`src/rtl/uart_pkt_pkg.sv`:
```
// Shared types and constants for the UART result packetizer.
// Optional checksum byte is selected by the UART_PKT_CHECKSUM_EN macro.
package uart_pkt_pkg;

  typedef enum logic [1:0] {
    IDLE = 2'b00,
    SEND = 2'b01,
    WAIT = 2'b10
  } pkt_state_t;

  localparam logic [7:0] SYNC_BYTE_DEFAULT = 8'h55;

  localparam int         PKT_LEN_CSUM   = 7;
  localparam int         PKT_LEN_PLAIN  = 6;
  localparam logic [2:0] LAST_IDX_CSUM  = 3'd6;
  localparam logic [2:0] LAST_IDX_PLAIN = 3'd5;

`ifdef UART_PKT_CHECKSUM_EN
  localparam logic [2:0] LAST_IDX = LAST_IDX_CSUM;

  // Entry layout is {tag, word}; the sync byte is not part of the sum.
  function automatic logic [7:0] pkt_checksum(input logic [39:0] entry);
    return entry[39:32] + entry[7:0] + entry[15:8] + entry[23:16] + entry[31:24];
  endfunction
`else
  localparam logic [2:0] LAST_IDX = LAST_IDX_PLAIN;
`endif

endpackage

```
`src/rtl/uart_tx_packetizer_fifo.sv`:
```
// pkt_word_fifo: small synchronous FIFO holding {tag, word} entries.
// Head entry is read combinationally; storage is not reset, only the pointers.
module pkt_word_fifo #(
  parameter int DEPTH = 4,
  parameter int WIDTH = 40
) (
  input  logic             i_Clock,
  input  logic             i_Rst_L,
  input  logic             i_Push,
  input  logic [WIDTH-1:0] i_Data,
  input  logic             i_Pop,
  output logic [WIDTH-1:0] o_Head,
  output logic             o_Full,
  output logic             o_Empty
);

  localparam int AW = $clog2(DEPTH);

  logic [WIDTH-1:0] mem [DEPTH];
  logic [AW-1:0]    wr_ptr;
  logic [AW-1:0]    rd_ptr;
  logic [AW:0]      count;
  logic             push_ok;
  logic             pop_ok;

  assign o_Full  = (count == (AW+1)'(DEPTH));
  assign o_Empty = (count == '0);
  assign push_ok = i_Push && !o_Full;
  assign pop_ok  = i_Pop && !o_Empty;
  assign o_Head  = mem[rd_ptr];

  always_ff @(posedge i_Clock) begin
    if (push_ok) mem[wr_ptr] <= i_Data;
  end

  always_ff @(posedge i_Clock or negedge i_Rst_L) begin
    if (!i_Rst_L) begin
      wr_ptr <= '0;
      rd_ptr <= '0;
      count  <= '0;
    end else begin
      if (push_ok) wr_ptr <= wr_ptr + 1'b1;
      if (pop_ok)  rd_ptr <= rd_ptr + 1'b1;
      case ({push_ok, pop_ok})
        2'b10:   count <= count + 1'b1;
        2'b01:   count <= count - 1'b1;
        default: count <= count;
      endcase
    end
  end

endmodule

```
`src/rtl/uart_tx_packetizer.sv`:
```
// Frames {tag, word} results into byte packets for uart_tx (SYNC, tag, word LSB first).
// Define UART_PKT_CHECKSUM_EN to append an 8-bit sum of tag and payload bytes.
//
// state | meaning
// IDLE  | no packet on the line; pops the FIFO head when one is waiting
// SEND  | one-cycle byte request to uart_tx
// WAIT  | byte held until uart_tx reports done
module uart_tx_packetizer
  import uart_pkt_pkg::*;
#(
  parameter int         FIFO_DEPTH = 4,
  parameter logic [7:0] SYNC_BYTE  = SYNC_BYTE_DEFAULT
) (
  input  logic        i_Clock,
  input  logic        i_Rst_L,
  input  logic        i_Word_DV,
  input  logic [31:0] i_Word,
  input  logic [7:0]  i_Tag,
  output logic        o_Word_Ready,
  output logic        o_Overflow,
  output logic        o_TX_DV,
  output logic [7:0]  o_TX_Byte,
  input  logic        i_TX_Done,
  output logic        o_Busy
);

  pkt_state_t  state_q, state_d;
  logic [2:0]  idx_q, idx_d;
  logic [39:0] pkt_q, pkt_d;
  logic [39:0] fifo_head;
  logic        fifo_full;
  logic        fifo_empty;
  logic        pop;
  logic        overflow_q;
  logic [7:0]  cur_byte;

  pkt_word_fifo #(
    .DEPTH (FIFO_DEPTH),
    .WIDTH (40)
  ) u_fifo (
    .i_Clock (i_Clock),
    .i_Rst_L (i_Rst_L),
    .i_Push  (i_Word_DV),
    .i_Data  ({i_Tag, i_Word}),
    .i_Pop   (pop),
    .o_Head  (fifo_head),
    .o_Full  (fifo_full),
    .o_Empty (fifo_empty)
  );

  always_ff @(posedge i_Clock or negedge i_Rst_L) begin
    if (!i_Rst_L) begin
      state_q    <= IDLE;
      idx_q      <= '0;
      pkt_q      <= '0;
      overflow_q <= 1'b0;
    end else begin
      state_q    <= state_d;
      idx_q      <= idx_d;
      pkt_q      <= pkt_d;
      overflow_q <= i_Word_DV && fifo_full;
    end
  end

  always_comb begin
    state_d = state_q;
    idx_d   = idx_q;
    pkt_d   = pkt_q;
    pop     = 1'b0;
    case (state_q)
      IDLE: begin
        if (!fifo_empty) begin
          pop     = 1'b1;
          pkt_d   = fifo_head;
          idx_d   = '0;
          state_d = SEND;
        end
      end
      SEND: state_d = WAIT;
      WAIT: begin
        if (i_TX_Done) begin
          if (idx_q == LAST_IDX) begin
            state_d = IDLE;
          end else begin
            idx_d   = idx_q + 3'd1;
            state_d = SEND;
          end
        end
      end
      default: state_d = IDLE;
    endcase
  end

  // Byte is forced to zero in IDLE so the reset value holds between packets.
  always_comb begin
    cur_byte = 8'h00;
    if (state_q != IDLE) begin
      case (idx_q)
        3'd0: cur_byte = SYNC_BYTE;
        3'd1: cur_byte = pkt_q[39:32];
        3'd2: cur_byte = pkt_q[7:0];
        3'd3: cur_byte = pkt_q[15:8];
        3'd4: cur_byte = pkt_q[23:16];
        3'd5: cur_byte = pkt_q[31:24];
`ifdef UART_PKT_CHECKSUM_EN
        3'd6: cur_byte = pkt_checksum(pkt_q);
`endif
        default: cur_byte = 8'h00;
      endcase
    end
  end

  assign o_TX_DV      = (state_q == SEND);
  assign o_TX_Byte    = cur_byte;
  assign o_Overflow   = overflow_q;
  assign o_Word_Ready = !fifo_full;
  assign o_Busy       = (state_q != IDLE) || !fifo_empty;

endmodule
```
`config.mk`:
```
export PLATFORM = sky130hd
export DESIGN_NAME = uart_tx_packetizer
export DESIGN_NICKNAME = d
export VERILOG_FILES = /design/src/rtl/uart_pkt_pkg.sv /design/src/rtl/uart_tx_packetizer_fifo.sv /design/src/rtl/uart_tx_packetizer.sv
export SDC_FILE = /design/constraint.sdc
export NUM_CORES = 1
export LEC_CHECK = 0
export ABC_AREA = 1
export BUFFER_PORTS_ARGS = -buffer_cell sky130_fd_sc_hd__buf_2
export CAP_MARGIN = 20
export CORE_ASPECT_RATIO = 0.7
export CORE_UTILIZATION = 49
export DETAILED_ROUTE_END_ITERATION = 6
export PLACE_DENSITY = 0.67
export SYNTH_ARGS = -nofsm -noshare
export SYNTH_HDL_FRONTEND = slang
export SYNTH_SLANG_ARGS = --single-unit
```
`constraint.sdc`:
```
create_clock -name i_Clock -period 3.18 [get_ports i_Clock]
set_clock_uncertainty 0.05 [all_clocks]
set_input_delay 0.636 -clock i_Clock [delete_from_list [all_inputs] [get_ports i_Clock]]
set_output_delay 0.636 -clock i_Clock [all_outputs]
set_load 0.02 [all_outputs]
```
# Word-level counts from Yosys, hierarchy flattened
# Memories as Yosys holds them, arrays and structs flattened. A register that Yosys moved wholly into a read port is not among the register bits.
# Cells that the tools add are included.
# word_totals
reg_bits	13
ramBits	160
out_inout_bits	12
wordCells	57
memories	1
# op_classes
addsub	5
eq_ne	13
n_mux	15
bitwise_logic	1
n_reduce_logical	16
# memory_table
name	words	width	read_ports	rd_clocked_by_memory_dff	write_ports	line_no	rtl
u_fifo.mem	4	40	1	1	1	uart_tx_packetizer_fifo.sv:19	logic [WIDTH-1:0] mem [DEPTH];
# op_table
operator	count
$pmux W8 S6	1
$pmux W3 S2	2
$eq A3 B3 Y1 const B	3
$mux W3	3
$mux W8	1
$add A3 B1 Y3 const B	2
$eq A3 B2 Y1 const B	2
$logic_not A3 Y1	2
$ne A2 B2 Y1 const B	3
$pmux W2 S3	1
$reduce_bool A2 Y1	3
$mux W1	5
$add A2 B1 Y2 const B	2
$eq A2 B1 Y1 const B	2
$eq A2 B2 Y1 const B	2
$mux W2	2
$reduce_and A2 Y1	2
$reduce_and A4 Y1	1
$eq A3 B1 Y1 const B	1
$logic_and A1 B1 Y1	3
$logic_not A1 Y1	3
$sub A3 B1 Y3 const B	1
$logic_not A2 Y1	1
$logic_or A1 B1 Y1	1
$not A1 Y1	1

# Longest topological paths before layout
# Gate-level depths: netlist (run 1).
# depth
depth_word	6
mapped_depth	12
mapped_depth_nobuf	11

# By module
# A second synthesis (run 1) with hierarchy kept.
# unflattened
hier_cells	823
hier_area_um2	9057.4
# by_module_without_submodules
module	instances	cells_each	area_per_inst_um2	seq_area_each_um2
pkt_word_fifo	1	528	6804.0	4979.8
uart_tx_packetizer	1	295	2253.4	1151.1

# Worst setup path after synthesis (run 1)
# OpenSTA, ideal clock, no wires.
# synth_path
kind	register to register
startpoint	register u_fifo.count[0]
endpoint	memory u_fifo.mem[0][0], enable pin
arrival_ps	2501
setup_slack_ps	192
path_stages_with_launch	5
path_buffers	0
synth_period_minus_slack_ps	2988
path_cell_list	dfrtp_1 nor2_2 nand2_1 nand2_2 nor2_1
# synth_between
elab_chain_cells	5
# synth_rtl
element	line_no	rtl
from (decl)	uart_tx_packetizer_fifo.sv:22	logic [AW:0] count;
from (signal assigned)	uart_tx_packetizer_fifo.sv:45	2'b10: count <= count + 1'b1;
from (signal assigned)	uart_tx_packetizer_fifo.sv:46	2'b01: count <= count - 1'b1;
from (signal assigned)	uart_tx_packetizer_fifo.sv:47	default: count <= count;
$eq A3 B3 Y1	uart_tx_packetizer_fifo.sv:26	assign o_Full = (count == (AW+1)'(DEPTH));
$logic_not A1 Y1	--	
named net o_Word_Ready	uart_tx_packetizer.sv:19	output logic o_Word_Ready,
$logic_and A1 B1 Y1	uart_tx_packetizer_fifo.sv:28	assign push_ok = i_Push && !o_Full;
$mux W1	uart_tx_packetizer_fifo.sv:33	if (push_ok) mem[wr_ptr] <= i_Data;
$mux W1 (implied by the code)	uart_tx_packetizer_fifo.sv:33	
to (decl)	uart_tx_packetizer_fifo.sv:19	
# The timed path passes the listed nets, and every way through them passes these cells.

# Worst setup path after layout (run 1)
# layout_path
startpoint	register idx_q[1]
endpoint	output port o_TX_Byte[7]
# layout_between
elab_chain_cells	3
elab_cells_between_ends	8
cone_classes	eq/ne: 5; mux: 2; reduce/logical: 1
# layout_rtl
element	line_no	rtl
from (decl)	uart_tx_packetizer.sv:28	logic [2:0] idx_q, idx_d;
from (signal assigned)	uart_tx_packetizer.sv:59	idx_q <= idx_d;
$eq A3 B3 Y1 (tied with other cells)	uart_tx_packetizer.sv:98	case (idx_q)
$pmux W8 S6 (*)	uart_tx_packetizer.sv:98	
$mux W8 (*)	uart_tx_packetizer.sv:97	if (state_q != IDLE) begin
to (decl)	uart_tx_packetizer.sv:22	output logic [7:0] o_TX_Byte,
# Every way passes the cells marked *; elsewhere a longest branch is shown, timed or not.

==> impl_results.md, run 1 <==
- Vias in the first global route: between 5000 and 6000
- Buffers inserted by post-CTS timing repair: 0
- Rel. slew slack: between 40% and 50%
- Final nets: 1082
- Number of setup violations in the final report: 0
- Total wire length after detailed routing: about 19000 µm
- Fin area: about 11000 µm²
- Distinct cells, synth: 22
- Worst hold slack after final layout: 0.293 ns
- Top flip-flop cell by instance count after synthesis: sky130_fd_sc_hd__edfxtp_1
- Worst ir drop on vdd: about 0.00056 V
- Main area contributors after synthesis: sky130_fd_sc_hd__edfxtp_1 51%, sky130_fd_sc_hd__nand2_1 15%, sky130_fd_sc_hd__dfrtp_1 14%
- Met1 Use GR: around 30%
- Achievable clock frequency: roughly 330 MHz
- FF-to-FF path depth: 9
- Number of pins exceeding their max-slew limit in the final report: 0
- Total CTS buffers: 22
- Area of placed instances: ~10000 µm²
- Final number of hold-violating endpoints: 0
- Cell type with the highest aggregate area in the netlist: sky130_fd_sc_hd__edfxtp_1
- Placement Setup Slack: approximately 0.75 ns
- Detailed-router iteration count before antenna repair: 4
- Number of instances in the synthesized netlist: 975
- Most frequent cells after synthesis: 362 x sky130_fd_sc_hd__nand2_1, 185 x sky130_fd_sc_hd__inv_1, 160 x sky130_fd_sc_hd__edfxtp_1
- Wire length of the first global-routing pass: 31100 µm
- Ratio of routed vias to standard cells: about 4.8
- Area share of the largest cell type after synthesis: between 50% and 60%
- Port buffer count: 55
- Root cell of the clock tree: sky130_fd_sc_hd__clkbuf_16
- Final non-filler cell total: between 1000 and 1500
- Met3 demand-to-capacity share in global routing: 3.80%
- Leakage power of the design: 5.07 nW
- Sequential Area: about 6100 µm²
- Kind of capture point of the worst setup path: output pin
- Area of the core region: between 15000 and 20000 µm²
- Met2 demand-to-capacity share in global routing: 30.6%
- DIE HEIGHT: around 120 µm
- Maximum level of the CTS H-tree: 1
- Maximum net fanout on the critical path: 15
- Cell total after placement: between 1000 and 1500
- DR WL/cell: around 15 µm
- Async S/R FF share, synth: 24.9%
- Effective utilization at floorplan: 51.0%
- Data required time at the worst endpoint: 2.49 ns
- Data arrival, critical path: 2.35 ns
- Per-instance average area after synthesis: 9.61 µm²
- Total Die Area: a little under 20000 µm²
- Warnings, synthesis: 0
- Worst hold-check path type: input pin to flop
- Unrepaired setup endpoints after global routing: false
- Most heavily used metal layer in global routing: met2
- Beginning of the worst hold path: i_Tag[3]
- Crit-path max cell delay: ~0.5 ns
- Power after layout: between 9 and 10 mW
- Critical-path cell with the highest stage delay: sky130_fd_sc_hd__ha_1
- Relative contribution of sequential cells to total power: about two fifths
- Layout area overhead: 12.7%
- Clock tree from TritonCTS: done
- Fraction of the yosys area taken by sequential cells: around 65%
- Worst setup SP type: flop
- Type of the worst setup path: flop to output pin
- Antenna diode count: 0
- Number of remaining DRC errors: 0
- Netlist area before placement: approximately 9400 µm²
- Antenna-violating nets left: 0
- Share of post-route cells with drive strength above 1: a little over a tenth
- Ratio of total power to cell area: between 900 and 1000 nW/µm²
- Via count: 6159
- Transition time at the pin with the least slew margin: approximately 0.89 ns
- Util after Layout: a little under three fifths
- Antenna violations before repair: 0
- Placed wire-length estimate after detailed placement: between 10000 and 15000 µm
- Maxcap violations: 0
- Worst Slack Setup Final: roughly 0.14 ns
- CP Cell Sequence: inv_1, ha_1, inv_1, nor2_1, nand2_1, nand2_1, nor2_1, nor2_1, buf_2
- Worst skew pair latency: roughly 0.5 ns
- Combined area of the multi-input logic cells: 2340 µm²
- Filler instances: ~1600
- Post-synth net total: slightly above 1000
- Clk pin slew, worst setup/hold paths: about 0.06 ns
- Beginning of the critical path: idx_q[1]$_DFFE_PN0P_
- Combinational cell fraction of total power: 34.0%
- Post-layout minimum cycle time: ~3 ns
- Max clock buf depth: 3
- Final total negative setup slack: 0 ns
- R2R Path Start: u_fifo.count[1]$_DFFE_PN0P_
- Run status: finished clean
- Count of flip-flops with a built-in enable after synthesis: 160
- Most frequent cell after synthesis: sky130_fd_sc_hd__nand2_1
- Num rows: 41
- Clk sinks: about 210
- Total internal power: a little over 6 mW
- Maximum number of pins on one net before global-route repair: 82
- Final Cycle Share: between 90% and 100%
- Weighted congestion reported at the end of routability-driven placement: slightly below 0.9
- Switching part of the total power: a little under two fifths
- Remaining global-route overflow: 0
- Iter 0 DRT Violations: about 430
- IO Pins: 56
- Width of the die: between 150 and 200 µm
- Cell repeated most along the worst path: sky130_fd_sc_hd__nor2_1
- Overall Global Routing Usage: about a fifth
- Clock group share of total power: between 20% and 30%
- Number of storage elements in the synthesis netlist: between 200 and 250
- Switch Pwr: approximately 3.7 mW
- Count of cells along the worst hold path: 1
[placed cells by master, fill, tap and decap left out]
| cell | instances |
|---|---|
| sky130_fd_sc_hd__nand3b_1 | 1 |
| sky130_fd_sc_hd__dfrtp_1 | 52 |
| sky130_fd_sc_hd__nor2_1 | 23 |
| sky130_fd_sc_hd__buf_12 | 2 |
| sky130_fd_sc_hd__buf_2 | 55 |
| sky130_fd_sc_hd__buf_4 | 12 |
| sky130_fd_sc_hd__dlygate4sd3_1 | 1 |
| sky130_fd_sc_hd__xor2_1 | 3 |
| sky130_fd_sc_hd__inv_1 | 185 |
| sky130_fd_sc_hd__nand2_2 | 3 |
| sky130_fd_sc_hd__o21ai_0 | 1 |
| sky130_fd_sc_hd__clkinv_1 | 3 |
| sky130_fd_sc_hd__bufinv_16 | 1 |
| sky130_fd_sc_hd__nand2_1 | 362 |
| sky130_fd_sc_hd__nand3_1 | 119 |
| sky130_fd_sc_hd__ha_1 | 10 |
| sky130_fd_sc_hd__nor2_4 | 5 |
| sky130_fd_sc_hd__fa_1 | 1 |
| sky130_fd_sc_hd__clkbuf_1 | 8 |
| sky130_fd_sc_hd__inv_2 | 2 |
| sky130_fd_sc_hd__xnor2_1 | 2 |
| sky130_fd_sc_hd__o21bai_1 | 1 |
| sky130_fd_sc_hd__clkinv_2 | 4 |
| sky130_fd_sc_hd__edfxtp_1 | 160 |
| sky130_fd_sc_hd__dfrtp_2 | 1 |
| sky130_fd_sc_hd__clkbuf_16 | 23 |
| sky130_fd_sc_hd__nor2_2 | 1 |
| sky130_fd_sc_hd__o21ai_1 | 1 |
| sky130_fd_sc_hd__clkinvlp_4 | 1 |
[final timing paths]
check | end | slack, ns
min in group asynchronous | pkt_q[4]$_DFFE_PN0P_ | 0.48
setup reg to reg | u_fifo.count[2]$_DFFE_PN0P_ | 1.04
hold / removal | u_fifo.mem[2][35]$_DFFE_PP_ | 0.29
max in group asynchronous | u_fifo.rd_ptr[0]$_DFFE_PN0P_ | 1.73
setup / recovery | o_TX_Byte[7] | 0.14
hold reg to reg | pkt_q[21]$_DFFE_PN0P_ | 0.44
[kinds of logic after synthesis]
group,count (synthesis),synth area share (%)
AND/OR/NAND/NOR,514,22.4
buffers and inverters,229,9.91
flip-flops,213,65.5
adder cells (fa/ha/maj),11,1.55
XOR/XNOR,5,0.468
AO/OA/AOI/OAI,3,0.187
[sequential cells by signal, indices dropped and copies added (netlist names)]
register       flops
idx_q              3
pkt_q             40
u_fifo.mem       160
u_fifo.wr_ptr      2
state_q            2
u_fifo.count       3
u_fifo.rd_ptr      2
o_Overflow         1
[power groups by stage]
| stage | logic (mW) | clock network, mW | registers [mW] |
|---|---|---|---|
| after floorplan | 2.52 | 0 | 4.06 |
| after global routing | 3.87 | 2.58 | 4.17 |
| after CTS | 3.42 | 2.47 | 4.11 |
| after global placement | 3.31 | 0 | 4.15 |
| final | 3.37 | 2.43 | 4.11 |
| after detailed placement | 3.39 | 0 | 4.16 |
[critical path, delay by kind of cell (launching register included)]
kind	cells	cell delay, ns
simple gates	5	0.53
flops	1	0.41
buf+inv	3	0.40
fa+ha+maj	1	0.50
[final cells by class]
class | count | share of cell area [%]
inverters | 187 | 6.65
flip-flops and latches | 213 | 58.1
clock buffers | 31 | 5.74
well taps | 236 | 2.80
clock inverters | 9 | 0.652
multi-input cells | 533 | 22.1
repair buffers | 70 | 3.94
[routing by layer]
| metal | vias to the layer above | share of wire [%] | wire (µm) |
|---|---|---|---|
| li1 | 3129 | - | - |
| met1 | 2850 | 49 | 9180 |
| met2 | 154 | 43 | 8110 |
| met3 | 26 | 6.4 | 1210 |
| met4 | 0 | 1.8 | 346 |
| met5 | - | 0 | 0 |
[repair_timing]
item | 4_1_cts | 5_1_grt
gates resized for setup | 0 | 0
hold endpoints to repair | 10 | 0
hold buffers | 1 | 0
Power figures use the tool's default switching activity.
==> run 2: changes to the inputs <==
- MAX_ROUTING_LAYER: not set -> met4
- REMOVE_ABC_BUFFERS: not set -> 1
==> impl_results.md, run 2 (same netlist as run 1, synthesis figures left out) <==
- Vias in the first global route: between 5000 and 6000
- FF-to-FF path depth: 9
- Rel. slew slack: about 55%
- Via count: 6140
- Antenna-violating nets left: 0
- Total Die Area: between 15000 and 20000 µm²
- Final nets: ~1100
- Worst ir drop on vdd: roughly 0.0005 V
- Antenna diode count: 0
- Transition time at the pin with the least slew margin: about 0.68 ns
- Largest registers ranked by flip-flop count: u_fifo.mem x160, pkt_q x40
- Final Cycle Share: between 90% and 100%
- Maximum number of pins on one net before global-route repair: 53
- Fin area: 10500 µm²
- DIE HEIGHT: 118 µm
- Unrepaired setup endpoints after global routing: false
- Weighted congestion reported at the end of routability-driven placement: ~0.83
- Layout area overhead: 12.6%
- Width of the die: approximately 170 µm
- Most used cells in the layout excluding fill and tap cells: 362 x sky130_fd_sc_hd__nand2_1, 185 x sky130_fd_sc_hd__inv_1, 160 x sky130_fd_sc_hd__edfxtp_1
- Area of the core region: ~18000 µm²
- Buffers inserted by post-CTS timing repair: 0
- IO Pins: 56
- Number of setup violations in the final report: 0
- Maximum level of the CTS H-tree: 1
- Antenna violations before repair: 0
- Overall Global Routing Usage: 20.3%
- Kind of capture point of the worst setup path: output pin
- DR WL/cell: roughly 15 µm
- Filler instances: ~1600
- Share of post-route cells with drive strength above 1: a little over a tenth
- Maxcap violations: 0
- Worst skew pair latency: roughly 0.50 ns
- Root cell of the clock tree: sky130_fd_sc_hd__clkbuf_16
- Cell total after placement: 1238
- Leakage power of the design: 5.07 nW
- Number of pins exceeding their max-slew limit in the final report: 0
- Final non-filler cell total: 1275
- Post-layout minimum cycle time: 2.97 ns
- R2R Path Start: u_fifo.count[1]$_DFFE_PN0P_
- Total CTS buffers: 21
- Number of remaining DRC errors: 0
- Data arrival, critical path: 2.28 ns
- Effective utilization at floorplan: between 50% and 60%
- Port buffer count: 55
- Worst hold-check path type: input pin to asynchronous set/reset pin
- Type of the worst setup path: flop to output pin
- Final number of hold-violating endpoints: 0
- Ratio of total power to cell area: 937 nW/µm²
- Leading cell type in the layout, fill and taps excluded: sky130_fd_sc_hd__nand2_1
- Total wire length after detailed routing: about 19000 µm
- Area of placed instances: roughly 9900 µm²
- Achievable clock frequency: approximately 340 MHz
- Max clock buf depth: 3
- Remaining global-route overflow: 0
- Final total negative setup slack: 0 ns
- Detailed-router iteration count before antenna repair: 5
- Number of hold buffers added after cts: 0
- Worst setup SP type: flop
- Clock tree from TritonCTS: done
- Clk sinks: ~210
- Most flops, register: u_fifo.mem
- Placed wire-length estimate after detailed placement: about 11000 µm
- Endpoint of the worst-slack reg-to-reg timing path: u_fifo.count[2]$_DFFE_PN0P_
- Ratio of routed vias to standard cells: slightly below 5
- Num rows: just over 40
- Wire length of the first global-routing pass: around 30000 µm
- Run status: finished clean
- Max FFs per register: between 150 and 200
- Worst reg-to-reg setup slack: slightly above 1 ns
- Maximum net fanout on the critical path: 20
- Clk pin slew, worst setup/hold paths: 0.06 ns
- Data required time at the worst endpoint: 2.49 ns
- Iter 0 DRT Violations: 564
[run 2: worst max path at each step]
stage | startpoint | to | slack (ns)
floorplan | u_fifo.count[0]$_DFFE_PN0P_ | u_fifo.mem[0][0]$_DFFE_PP_ | 0.19
global placement | idx_q[1]$_DFFE_PN0P_ | o_TX_Byte[5] | 0.73
detailed placement | idx_q[1]$_DFFE_PN0P_ | o_TX_Byte[5] | 0.67
CTS | idx_q[1]$_DFFE_PN0P_ | o_TX_Byte[5] | 0.14
global route | idx_q[2]$_DFFE_PN0P_ | o_TX_Byte[5] | 0.01
finish | idx_q[2]$_DFFE_PN0P_ | o_TX_Byte[5] | 0.21
[run 2: through the flow]
step           worst slack [ns]  hold slack, ns  utilization [%]  power, mW
2_1_floorplan             0.192           0.290                -       6.36
3_3_place_gp              0.733           0.420             53.8       7.49
3_5_place_dp              0.673           0.416             53.8       7.55
4_1_cts                   0.136           0.109             57.4       9.97
5_1_grt                  0.0128           0.133             57.4       10.6
6_report                  0.214           0.103             57.4       9.88
[run 2: area by class of cell]
type	instances	area, µm²	share of cell area, %
clock buffer	28	592	5.61
clock inverter	9	68.8	0.653
inverter	187	702	6.66
multi-input combinational	533	2340	22.2
sequential	213	6130	58.1
tap	236	295	2.80
timing repair buffer	69	418	3.96
[run 2: layer usage]
layer  routed length, µm  GRT usage [%]  vias to the layer above
li1                    -              -                     3123
met2                8160           30.3                      136
met4                 330           4.19                        0
met5                   0              -                        -
met3                 855           3.09                       27
met1                9270           29.6                     2854
[run 2: worst max-delay path, stage by stage, from the launching register on]
cell	delay, ns
sky130_fd_sc_hd__dfrtp_1	0.61
sky130_fd_sc_hd__inv_1	0.17
sky130_fd_sc_hd__ha_1	0.35
sky130_fd_sc_hd__nand2_1	0.08
sky130_fd_sc_hd__nand2_1	0.07
sky130_fd_sc_hd__nor2_1	0.04
sky130_fd_sc_hd__nor2_1	0.22
sky130_fd_sc_hd__buf_2	0.22
[run 2: report_power, final]
| group | internal [mW] | switching (mW) |
|---|---|---|
| sequential | 3.79 | 0.312 |
| clock | 1.38 | 0.997 |
| combinational | 1.02 | 2.38 |
| total | 6.19 | 3.69 |
[run 2: repair_timing]
action	in CTS	in global routing
resized for setup	0	1
endpoints found under the hold margin	0	0
setup endpoints to repair	0	1
